### config.mk
export PLATFORM = sky130hd
export DESIGN_NAME = tsu_queue_arbiter
export DESIGN_NICKNAME = d
export VERILOG_FILES = /design/src/rtl/tsu_queue_arbiter.sv
export SDC_FILE = /design/constraint.sdc
export NUM_CORES = 1
export LEC_CHECK = 0
export CAP_MARGIN = 15
export CELL_PAD_IN_SITES_DETAIL_PLACEMENT = 1
export CELL_PAD_IN_SITES_GLOBAL_PLACEMENT = 1
export CORE_ASPECT_RATIO = 0.75
export CORE_MARGIN = 2
export CORE_UTILIZATION = 29
export DETAILED_ROUTE_END_ITERATION = 8
export PLACE_DENSITY_LB_ADDON = 0.1
export SYNTH_ARGS = -nofsm -noshare
export SYNTH_HDL_FRONTEND = slang
export SYNTH_SLANG_ARGS = --single-unit
### constraint.sdc
create_clock -name q_rd_clk -period 3.1 [get_ports q_rd_clk]
set_input_delay 0.31 -clock q_rd_clk [delete_from_list [all_inputs] [get_ports q_rd_clk]]
set_output_delay 0.31 -clock q_rd_clk [all_outputs]
set_load 0.01 [all_outputs]
### src/rtl/tsu_queue_arbiter.sv
// Round-robin drain of the RX/TX tsu_queue read sides onto one valid/ready port; RD_LAT+3 cycles per entry.
// Optional TSU_ARB_STATS_EN adds per-source transfer counters with synchronous clear.
module tsu_queue_arbiter #(
  parameter int RD_LAT = 1,
  parameter int STAT_W = 8
) (
  input  logic              q_rd_clk,
  input  logic              q_rst_n,
  input  logic [STAT_W-1:0] rx_rd_stat,
  input  logic [55:0]       rx_rd_data,
  output logic              rx_rd_en,
  input  logic [STAT_W-1:0] tx_rd_stat,
  input  logic [55:0]       tx_rd_data,
  output logic              tx_rd_en,
  input  logic [1:0]        src_en,
  output logic              out_valid,
  input  logic              out_ready,
  output logic [55:0]       out_data,
  output logic              out_src,
  output logic              busy
`ifdef TSU_ARB_STATS_EN
  ,
  input  logic              stat_clr,
  output logic [15:0]       rx_cnt,
  output logic [15:0]       tx_cnt
`endif
);

  typedef enum logic [1:0] {IDLE, READ, WAIT, HOLD} state_t;

  localparam logic [1:0] LAT_INIT = 2'(RD_LAT - 1);

  state_t      state_q;
  logic        grant_q, grant_d;
  logic        last_q;
  logic [1:0]  lat_q;
  logic        rx_en_q, tx_en_q;
  logic        valid_q;
  logic [55:0] data_q;
  logic        src_q;
  logic        req_rx, req_tx;

  // Grant value 0 = RX, 1 = TX; on contention serve the side that did not win last time.
  always_comb begin
    req_rx  = src_en[0] & (|rx_rd_stat);
    req_tx  = src_en[1] & (|tx_rd_stat);
    grant_d = (req_rx & req_tx) ? ~last_q : req_tx;
  end

  always_ff @(posedge q_rd_clk or negedge q_rst_n) begin
    if (!q_rst_n) begin
      state_q <= IDLE;
      grant_q <= 1'b0;
      last_q  <= 1'b1;
      lat_q   <= 2'd0;
      rx_en_q <= 1'b0;
      tx_en_q <= 1'b0;
      valid_q <= 1'b0;
      data_q  <= 56'd0;
      src_q   <= 1'b0;
    end else begin
      case (state_q)
        IDLE: begin
          if (req_rx | req_tx) begin
            grant_q <= grant_d;
            rx_en_q <= ~grant_d;
            tx_en_q <= grant_d;
            state_q <= READ;
          end
        end
        READ: begin
          rx_en_q <= 1'b0;
          tx_en_q <= 1'b0;
          lat_q   <= LAT_INIT;
          state_q <= WAIT;
        end
        WAIT: begin
          if (lat_q == 2'd0) begin
            data_q  <= grant_q ? tx_rd_data : rx_rd_data;
            src_q   <= grant_q;
            valid_q <= 1'b1;
            last_q  <= grant_q;
            state_q <= HOLD;
          end else begin
            lat_q <= lat_q - 2'd1;
          end
        end
        HOLD: begin
          if (out_ready) begin
            valid_q <= 1'b0;
            state_q <= IDLE;
          end
        end
        default: state_q <= IDLE;
      endcase
    end
  end

  assign rx_rd_en  = rx_en_q;
  assign tx_rd_en  = tx_en_q;
  assign out_valid = valid_q;
  assign out_data  = data_q;
  assign out_src   = src_q;
  assign busy      = (state_q != IDLE);

`ifdef TSU_ARB_STATS_EN
  logic [15:0] rx_cnt_q, tx_cnt_q;
  logic        xfer;

  assign xfer = valid_q & out_ready;

  // Clear takes priority over a same-cycle increment; counters stick at all-ones.
  always_ff @(posedge q_rd_clk or negedge q_rst_n) begin
    if (!q_rst_n) begin
      rx_cnt_q <= 16'd0;
      tx_cnt_q <= 16'd0;
    end else if (stat_clr) begin
      rx_cnt_q <= 16'd0;
      tx_cnt_q <= 16'd0;
    end else if (xfer) begin
      if (!src_q && rx_cnt_q != 16'hFFFF) rx_cnt_q <= rx_cnt_q + 16'd1;
      if (src_q && tx_cnt_q != 16'hFFFF)  tx_cnt_q <= tx_cnt_q + 16'd1;
    end
  end

  assign rx_cnt = rx_cnt_q;
  assign tx_cnt = tx_cnt_q;
`endif

endmodule

# == Word level (Yosys, flattened, before mapping) ==
# Index checks and enable logic that the tools add are counted.
# word_totals
ff_bits,66
in_bits,133
output_inout_bits,61
elab_cells,52
# classes
addsub,1
eq_ne,7
n_mux,15
bitwise,6
reduce_logical,14
# ops
cell,count
2-to-1 mux 56 bit,1
OR reduction 8 bit,2
2-to-1 mux 2 bit,4
"!= test 2 bit, second input constant",4
case mux 2 bit (4 select lines),1
AND reduction 2 bit,4
nonzero test 2 bit,4
case mux 1 bit (2 select lines),3
AND reduction 3 bit,2
2-to-1 mux 1 bit,5
"equality test 2 bit, second input constant",2
logical NOT 2 bit,2
case mux 2 bit (2 select lines),1
bitwise AND 1 bit,3
"equality test 2 x 1 -> 1 bit, second input constant",1
NOT 1 bit,2
"subtractor 2 x 1 -> 2 bit, second input constant",1
OR 1 bit,1

# == Logic depth before layout (Yosys ltp) ==
# Gate-level depths: netlist of run 1.
# logic_depth
depth_word,7
ltp_mapped,7
depth_no_buf,6

# == Worst setup path before layout of run 1 ==
# No wires, ideal clock.
# synth_path
path_type,input port to flip-flop
startpoint,input rx_rd_stat[5]
endpoint,register state_q[1]
setup_ps,125
arrival_time_ps,1473
t_required_ps,2975
path_slack_ps,1502
cell_stages,4
path_buffers,0
cell_sequence,or4_1 o21ai_1 a31oi_2 mux2_4
# synth_via
elab_chain_len,5
# synth_rtl
element,line_no,source
"start, declared",9,"input logic [STAT_W-1:0] rx_rd_stat,"
OR reduction 8 bit,45,req_rx = src_en[0] & (|rx_rd_stat);
bitwise AND 1 bit,45,
OR 1 bit,64,if (req_rx | req_tx) begin
!= test 2 bit (no line),--,
AND reduction 3 bit (no line),--,
"end signal, assigned",52,state_q <= IDLE;
"end signal, assigned",68,state_q <= READ;
"end signal, assigned",75,state_q <= WAIT;
"end, declared",33,state_t state_q;
# Every way passes these cells.
# A chain may end at the register's enable or synchronous reset.

# == Worst setup path in the final report of run 1 ==
# layout_path
startpoint,register state_q[0]
endpoint,register data_q[2] (netlist: out_data[2])
# layout_via
elab_chain_len,2
# layout_rtl
element,line_no,source
equality test 2 bit,62,case (state_q)
AND reduction 2 bit (no line),--,
"end signal, assigned",79,data_q <= grant_q ? tx_rd_data : rx_rd_data;
"end, declared",39,logic [55:0] data_q;
# Every way passes these cells.

==> results of run 1 <==
## worst max path at each step
stage	from	end
global route	state_q[0]	lat_q[0]
detailed placement	state_q[0]	out_data[2]
CTS	state_q[0]	out_data[2]
finish	state_q[0]	out_data[2]
floorplan	rx_rd_stat[5]	state_q[1]
global placement	tx_rd_stat[5]	state_q[1]
## layout by cell type, fill, tap and decap left out, types with 2 or more instances in the layout
cell                              count
sky130_fd_sc_hd__clkdlybuf4s50_1    192
sky130_fd_sc_hd__nand2_1             64
sky130_fd_sc_hd__o21ai_1              2
sky130_fd_sc_hd__o21ai_0             61
sky130_fd_sc_hd__clkbuf_16            9
sky130_fd_sc_hd__inv_1                8
sky130_fd_sc_hd__nor2_1               3
sky130_fd_sc_hd__clkinvlp_4           3
sky130_fd_sc_hd__mux2i_1             57
sky130_fd_sc_hd__nand2b_1             2
sky130_fd_sc_hd__ha_1                 6
sky130_fd_sc_hd__or4_1                2
sky130_fd_sc_hd__or4_4                2
sky130_fd_sc_hd__clkbuf_8             2
sky130_fd_sc_hd__dfrtp_1             64
## state kept, by name, indices dropped and copies added, names as in the netlist
signal,cells
last_q,1
rx_rd_en,1
out_valid,1
tx_rd_en,1
grant_q,1
state_q,2
out_src,1
lat_q,2
out_data,56
## per-stage QoR
step                      cells  setup slack (ns)  hold slack [ns]  total power [W]
final                       632              1.00           0.0467          0.00505
after global routing        632             0.756            0.104          0.00547
after CTS                   632             0.966           0.0650          0.00515
after detailed placement    616             0.980            0.427          0.00409
after global placement      616              1.06            0.433          0.00398
after floorplan             304              1.50           0.0144          0.00278
## logic make-up after synthesis
group | count (synthesis) | share of synthesized area, %
DFF | 66 | 52.7
muxes | 59 | 19.0
and+or+nand+nor | 75 | 9.94
adders and majority gates | 6 | 2.40
buffers and inverters | 27 | 3.39
AOI/OAI and AO/OA | 71 | 12.5
## routing by layer
| metal | vias up | share of wire, % | GRT usage (%) |
|---|---|---|---|
| li1 | 1418 | - | - |
| met1 | 1357 | 40 | 20.4 |
| met2 | 120 | 47 | 28.8 |
| met3 | 9 | 11 | 9.22 |
| met4 | 0 | 1.3 | 4.31 |
| met5 | - | 0 | 0 |
## power groups by stage
stage	registers [W]	clock network (W)	logic (W)
after floorplan	0.00168	0	0.00110
after global placement	0.00169	0	0.00230
after detailed placement	0.00172	0	0.00237
after CTS	0.00171	0.00107	0.00238
after global routing	0.00177	0.00111	0.00258
final	0.00169	0.00104	0.00232
## synth_stat cells (2+ instances only)
| library cell | n | area, µm² |
|---|---|---|
| sky130_fd_sc_hd__dfrtp_1 | 65 | 1630 |
| sky130_fd_sc_hd__nand2_1 | 65 | 244 |
| sky130_fd_sc_hd__o21ai_0 | 61 | 305 |
| sky130_fd_sc_hd__mux2i_1 | 57 | 571 |
| sky130_fd_sc_hd__clkbuf_1 | 13 | 48.8 |
| sky130_fd_sc_hd__inv_1 | 8 | 30.0 |
| sky130_fd_sc_hd__ha_1 | 6 | 75.1 |
| sky130_fd_sc_hd__buf_2 | 4 | 20.0 |
| sky130_fd_sc_hd__nor2_1 | 3 | 11.3 |
| sky130_fd_sc_hd__buf_1 | 2 | 7.51 |
| sky130_fd_sc_hd__nand2b_1 | 2 | 12.5 |
| sky130_fd_sc_hd__o21ai_1 | 2 | 10.0 |
| sky130_fd_sc_hd__or4_1 | 2 | 15.0 |
| sky130_fd_sc_hd__or4_4 | 2 | 22.5 |
## worst max-delay path: stages, from the launching register on
cell                      delay [ns]
sky130_fd_sc_hd__dfrtp_1        0.41
sky130_fd_sc_hd__inv_1          0.14
sky130_fd_sc_hd__ha_1           0.34
sky130_fd_sc_hd__nand2_4        0.48
sky130_fd_sc_hd__buf_4          0.41
sky130_fd_sc_hd__nand2_1        0.08
sky130_fd_sc_hd__o21ai_0        0.09
## area by class of cell
cell class	count	area [µm²]
clock buffer	11	253
clock inverter	5	61.3
fill	1148	4900
inverter	8	30.0
multi-input combinational	211	1380
sequential	66	1660
tap	136	170
timing repair buffer	195	1950
==> flow_summary.json, run 1 <==
{
  "timing.reg2reg.worst_path_depth": 6,
  "design.core.area_mm2": 0.0104,
  "share_of_synthesized_area_occupied_by_flip_flops_and_latches_pct": 52.7,
  "post_drt_wl_per_cell_um": 15.5,
  "design.final.nets": 630,
  "grt_setup_unrepaired": "false",
  "placedInstanceArea_mm2": 0.00519,
  "drt-vias-per-instance": 4.59,
  "grt_first_pass_wirelength_um": 15400,
  "design.portCount": 194,
  "ys_dominant_reg_cell": "sky130_fd_sc_hd__dfrtp_1",
  "cellInternalPower_w": 0.00325,
  "reg2reg_slack_ns": 1.00,
  "finalHoldViolCount": 0,
  "final.period_utilization_pct": 67.7,
  "master_cell_of_the_clock_root_buffer": "sky130_fd_sc_hd__clkbuf_16",
  "cp_data_required_time_ns": 3.30,
  "r2r-start": "state_q[0]",
  "fp.dieH_um": 94.0,
  "post-cts-setup-buffers": 0,
  "post_synthesis_cell_type_count": 26,
  "maxSlewViolCount": 0,
  "fmax_ghz": 0.476,
  "antennaDiodeCount": 0,
  "synth-edff-count": 0,
  "post-route-drc-count": 0,
  "worstHoldPathType": "primary input to async pin",
  "initial_utilization_pct": 30.1,
  "fin_worst_skew_ns": 0.00437,
  "die-area_mm2": 0.0117,
  "worst_setup_path_start_kind": "flop",
  "clk-insertion-delay-late_ns": 0.33,
  "drtAntennaViolNets": 0,
  "ys_async_sr_fraction_pct": 100,
  "netSwitchingPower_w": 0.00180,
  "cts_resized": 0,
  "cts.path.max_buffers": 2,
  "p_seq_share_pct": 33.5,
  "htree_num_levels": 3,
  "crit_path_end_kind": "flop",
  "share_of_cells_above_drive_strength_1_pct": 5.85,
  "pwr_density_cell_mw_per_mm2": 917,
  "dr_total_vias": 2904,
  "globalplace.congestion": 0.708,
  "final_util_pct": 52.9,
  "critical_path_class": "flop to flop",
  "initialDrtViolationCount": 90,
  "slew_headroom_pct": 36.1,
  "first_global_vias": 3083,
  "area_delta_synth_final_pct": 75.7,
  "switching_share_pct": 35.7,
  "detail_route.wirelength_um": 9790,
  "clock-sinks": 66,
  "tritoncts_clock_tree": "built",
  "grt_max_degree": 90,
  "comb_power_share_pct": 46.0,
  "chipWidth_um": 124,
  "static-leakage-power_nw": 2.44,
  "path_max_fanout": 89,
  "io_buffers": 193,
  "setup-violations-final": 0,
  "r2r-end": "out_data[2]",
  "mapped_nets": 443,
  "post_synthesis_sequential_element_count": 66,
  "pwr-share-clk_pct": 20.5,
  "timing_worst_slew_pin_value_ns": 0.959,
  "detailed_place_hpwl_um": 7680,
  "worst_path_arrival_time_ns": 2.30,
  "congestion_overflow_gr": 0,
  "postSynthCellCount": 304,
  "timing.final.crit_period_ns": 2.10,
  "cap_violations": 0,
  "setup_tns_ns": 0,
  "ir_drop_mv": 0.371,
  "run_status": "completed",
  "clk_pin_slew_worst_paths_ns": 0.05,
  "tritoncts.num_buffers": 9,
  "core.rowCount": 32,
  "netlist_area_mm2": 0.00313,
  "antenna_found_initial": 0,
  "drtPass1Iterations": 4,
  "synthesis.yosys.warnings": 0,
  "globalRouteTotalUtil_pct": 17.6,
  "fin_area_mm2": 0.00551,
  "holdBufCountCts": 0,
  "syn-mean-instance-area_um2": 10.3
}
Power figures use the tool's default switching activity.
==> inputs of run 2 (changes only) <==
- CORE_UTILIZATION: 29 -> 24
- clock period: 3.1 -> 1.8 ns (I/O delays scaled with it)
==> flow_summary.json, run 2 (same netlist as run 1, synthesis figures left out) <==
{
  "run_status": "completed",
  "die-area_mm2": 0.0140,
  "detailed_place_hpwl_um": 7550,
  "crit_path_end_kind": "primary output",
  "cp_data_required_time_ns": 1.62,
  "largest_register_ffs": 56,
  "r2r-end": "state_q[1]",
  "cts.path.max_buffers": 2,
  "timing_worst_slew_pin_value_ns": 0.365,
  "post-route-drc-count": 0,
  "r2r-start": "state_q[0]",
  "path_max_fanout": 5,
  "initial_utilization_pct": 24.3,
  "first_global_vias": 2913,
  "share_of_cells_above_drive_strength_1_pct": 6.96,
  "setup_tns_ns": 0,
  "area_delta_synth_final_pct": 79.0,
  "placed_cells_incl_taps": 658,
  "seq_area_mm2": 0.00166,
  "fp.dieH_um": 103,
  "mostFrequentLayoutCells": "sky130_fd_sc_hd__clkdlybuf4s50_1 (191), sky130_fd_sc_hd__nand2_1 (64), sky130_fd_sc_hd__dfrtp_1 (64), sky130_fd_sc_hd__o21ai_0 (61), sky130_fd_sc_hd__mux2i_1 (57)",
  "total_area_of_multi_input_combinational_cells_mm2": 0.00139,
  "timing.reg2reg.worst_path_depth": 6,
  "grt_first_pass_wirelength_um": 14700,
  "reg2reg_slack_ns": 0.16,
  "timing.final.crit_period_ns": 1.67,
  "clock-sinks": 66,
  "fin_worst_skew_ns": 0.00481,
  "globalRouteTotalUtil_pct": 13.7,
  "cap_violations": 0,
  "grt_setup_unrepaired": "false",
  "static-leakage-power_nw": 2.48,
  "tritoncts.num_buffers": 9,
  "final.period_utilization_pct": 92.6,
  "pwr_density_cell_mw_per_mm2": 1540,
  "io_buffers": 193,
  "globalplace.congestion": 0.682,
  "initialDrtViolationCount": 69,
  "core.rowCount": 36,
  "antennaDiodeCount": 0,
  "worst_setup_path_start_kind": "flop",
  "layout_commonest_cell": "sky130_fd_sc_hd__clkdlybuf4s50_1",
  "finalHoldViolCount": 0,
  "master_cell_of_the_clock_root_buffer": "sky130_fd_sc_hd__clkbuf_16",
  "num-fill-cells": 1448,
  "congestion_overflow_gr": 0,
  "worst_path_arrival_time_ns": 1.49,
  "drtPass1Iterations": 4,
  "clk_pin_slew_worst_paths_ns": 0.05,
  "worstHoldPathType": "primary input to async pin",
  "instances_no_fill": 674,
  "design.portCount": 194,
  "post_drt_wl_per_cell_um": 14.4,
  "post-place-ws_ns": -0.132,
  "slew_headroom_pct": 75.6,
  "final_critical_path_setup_slack_ns": 0.133,
  "tritoncts_clock_tree": "built",
  "drt-vias-per-instance": 4.29,
  "antenna_found_initial": 0,
  "ir_drop_mv": 0.800,
  "total_power_w": 0.00861,
  "critical_path_class": "flop to primary output",
  "design.core.area_mm2": 0.0129,
  "dr_total_vias": 2889,
  "fmax_ghz": 0.600,
  "chipWidth_um": 136,
  "design.final.nets": 638,
  "maxSlewViolCount": 0,
  "detail_route.wirelength_um": 9730,
  "setup-violations-final": 0,
  "htree_num_levels": 3,
  "clk-insertion-delay-late_ns": 0.33,
  "grt_max_degree": 83,
  "drtAntennaViolNets": 0
}
run 2: cell types whose count changed in the layout (fill, tap and decap cells not counted), sizes merged:
cell           delta
clkdlybuf4s50     -1
dlygate4sd2       +1
clkinvlp          -3
buf               +7
clkinv            +4
inv               -1
bufinv            -1
dlygate4sd3       +1
run 2: layout make-up:
| cell class | count | area share (%) |
|---|---|---|
| flip-flops and latches | 66 | 29.5 |
| clock inverters | 4 | 0.357 |
| repair buffers | 203 | 36.9 |
| multi-input cells | 211 | 24.7 |
| clock buffers | 11 | 4.15 |
| inverters | 8 | 0.535 |
| well taps | 171 | 3.81 |
run 2: how the worst max path moves through the flow:
| stage | endpoint | from | depth (start not counted) |
|---|---|---|---|
| after floorplan | out_data[14] | state_q[0] | 7 |
| after global placement | state_q[1] | rx_rd_stat[5] | 5 |
| after detailed placement | state_q[1] | rx_rd_stat[5] | 5 |
| after CTS | state_q[1] | state_q[0] | 6 |
| after global routing | busy | state_q[0] | 4 |
| final | busy | state_q[0] | 4 |
run 2: worst max-delay path, stage by stage, from the launching register on:
cell and delay (ns):
sky130_fd_sc_hd__dfrtp_1 0.41, sky130_fd_sc_hd__inv_1 0.14, sky130_fd_sc_hd__ha_2 0.24, sky130_fd_sc_hd__inv_1 0.08, sky130_fd_sc_hd__dlygate4sd2_1 0.29
run 2: through the flow:
stage	utilization, %	instance area [µm²]	hold slack [ns]
global placement	41.5	5340	0.231
CTS	43.5	5600	0.426
global route	43.6	5610	0.422
floorplan	-	3130	-0.116
finish	43.6	5610	0.399
detailed placement	41.5	5340	0.235
run 2: what timing repair did:
action                                  4_1_cts  5_1_grt
resized for setup                             1        3
setup buffers                                 0        0
endpoints found under the setup margin        1        5
cloned                                        0        0
hold buffers                                  1        0
endpoints found under the hold margin        65        0
run 2: power by group:
part	leakage [nW]	switching [W]	internal [W]
registers	0.810	0.000440	0.00223
logic	1.54	0.00206	0.00238
clock network	0.129	0.000593	0.000913
run 2: layer usage:
metal  wire [µm]  track usage (%)
met5           0                0
met3        1000             6.24
met2        4450             22.1
met1        4190             16.4
met4          93             4.57
==> inputs of run 3 (changes only) <==
- HOLD_SLACK_MARGIN: default -> 0.03
==> results of run 3 <==
Same layout as run 2: the final DEF is identical, and so are final timing and power.
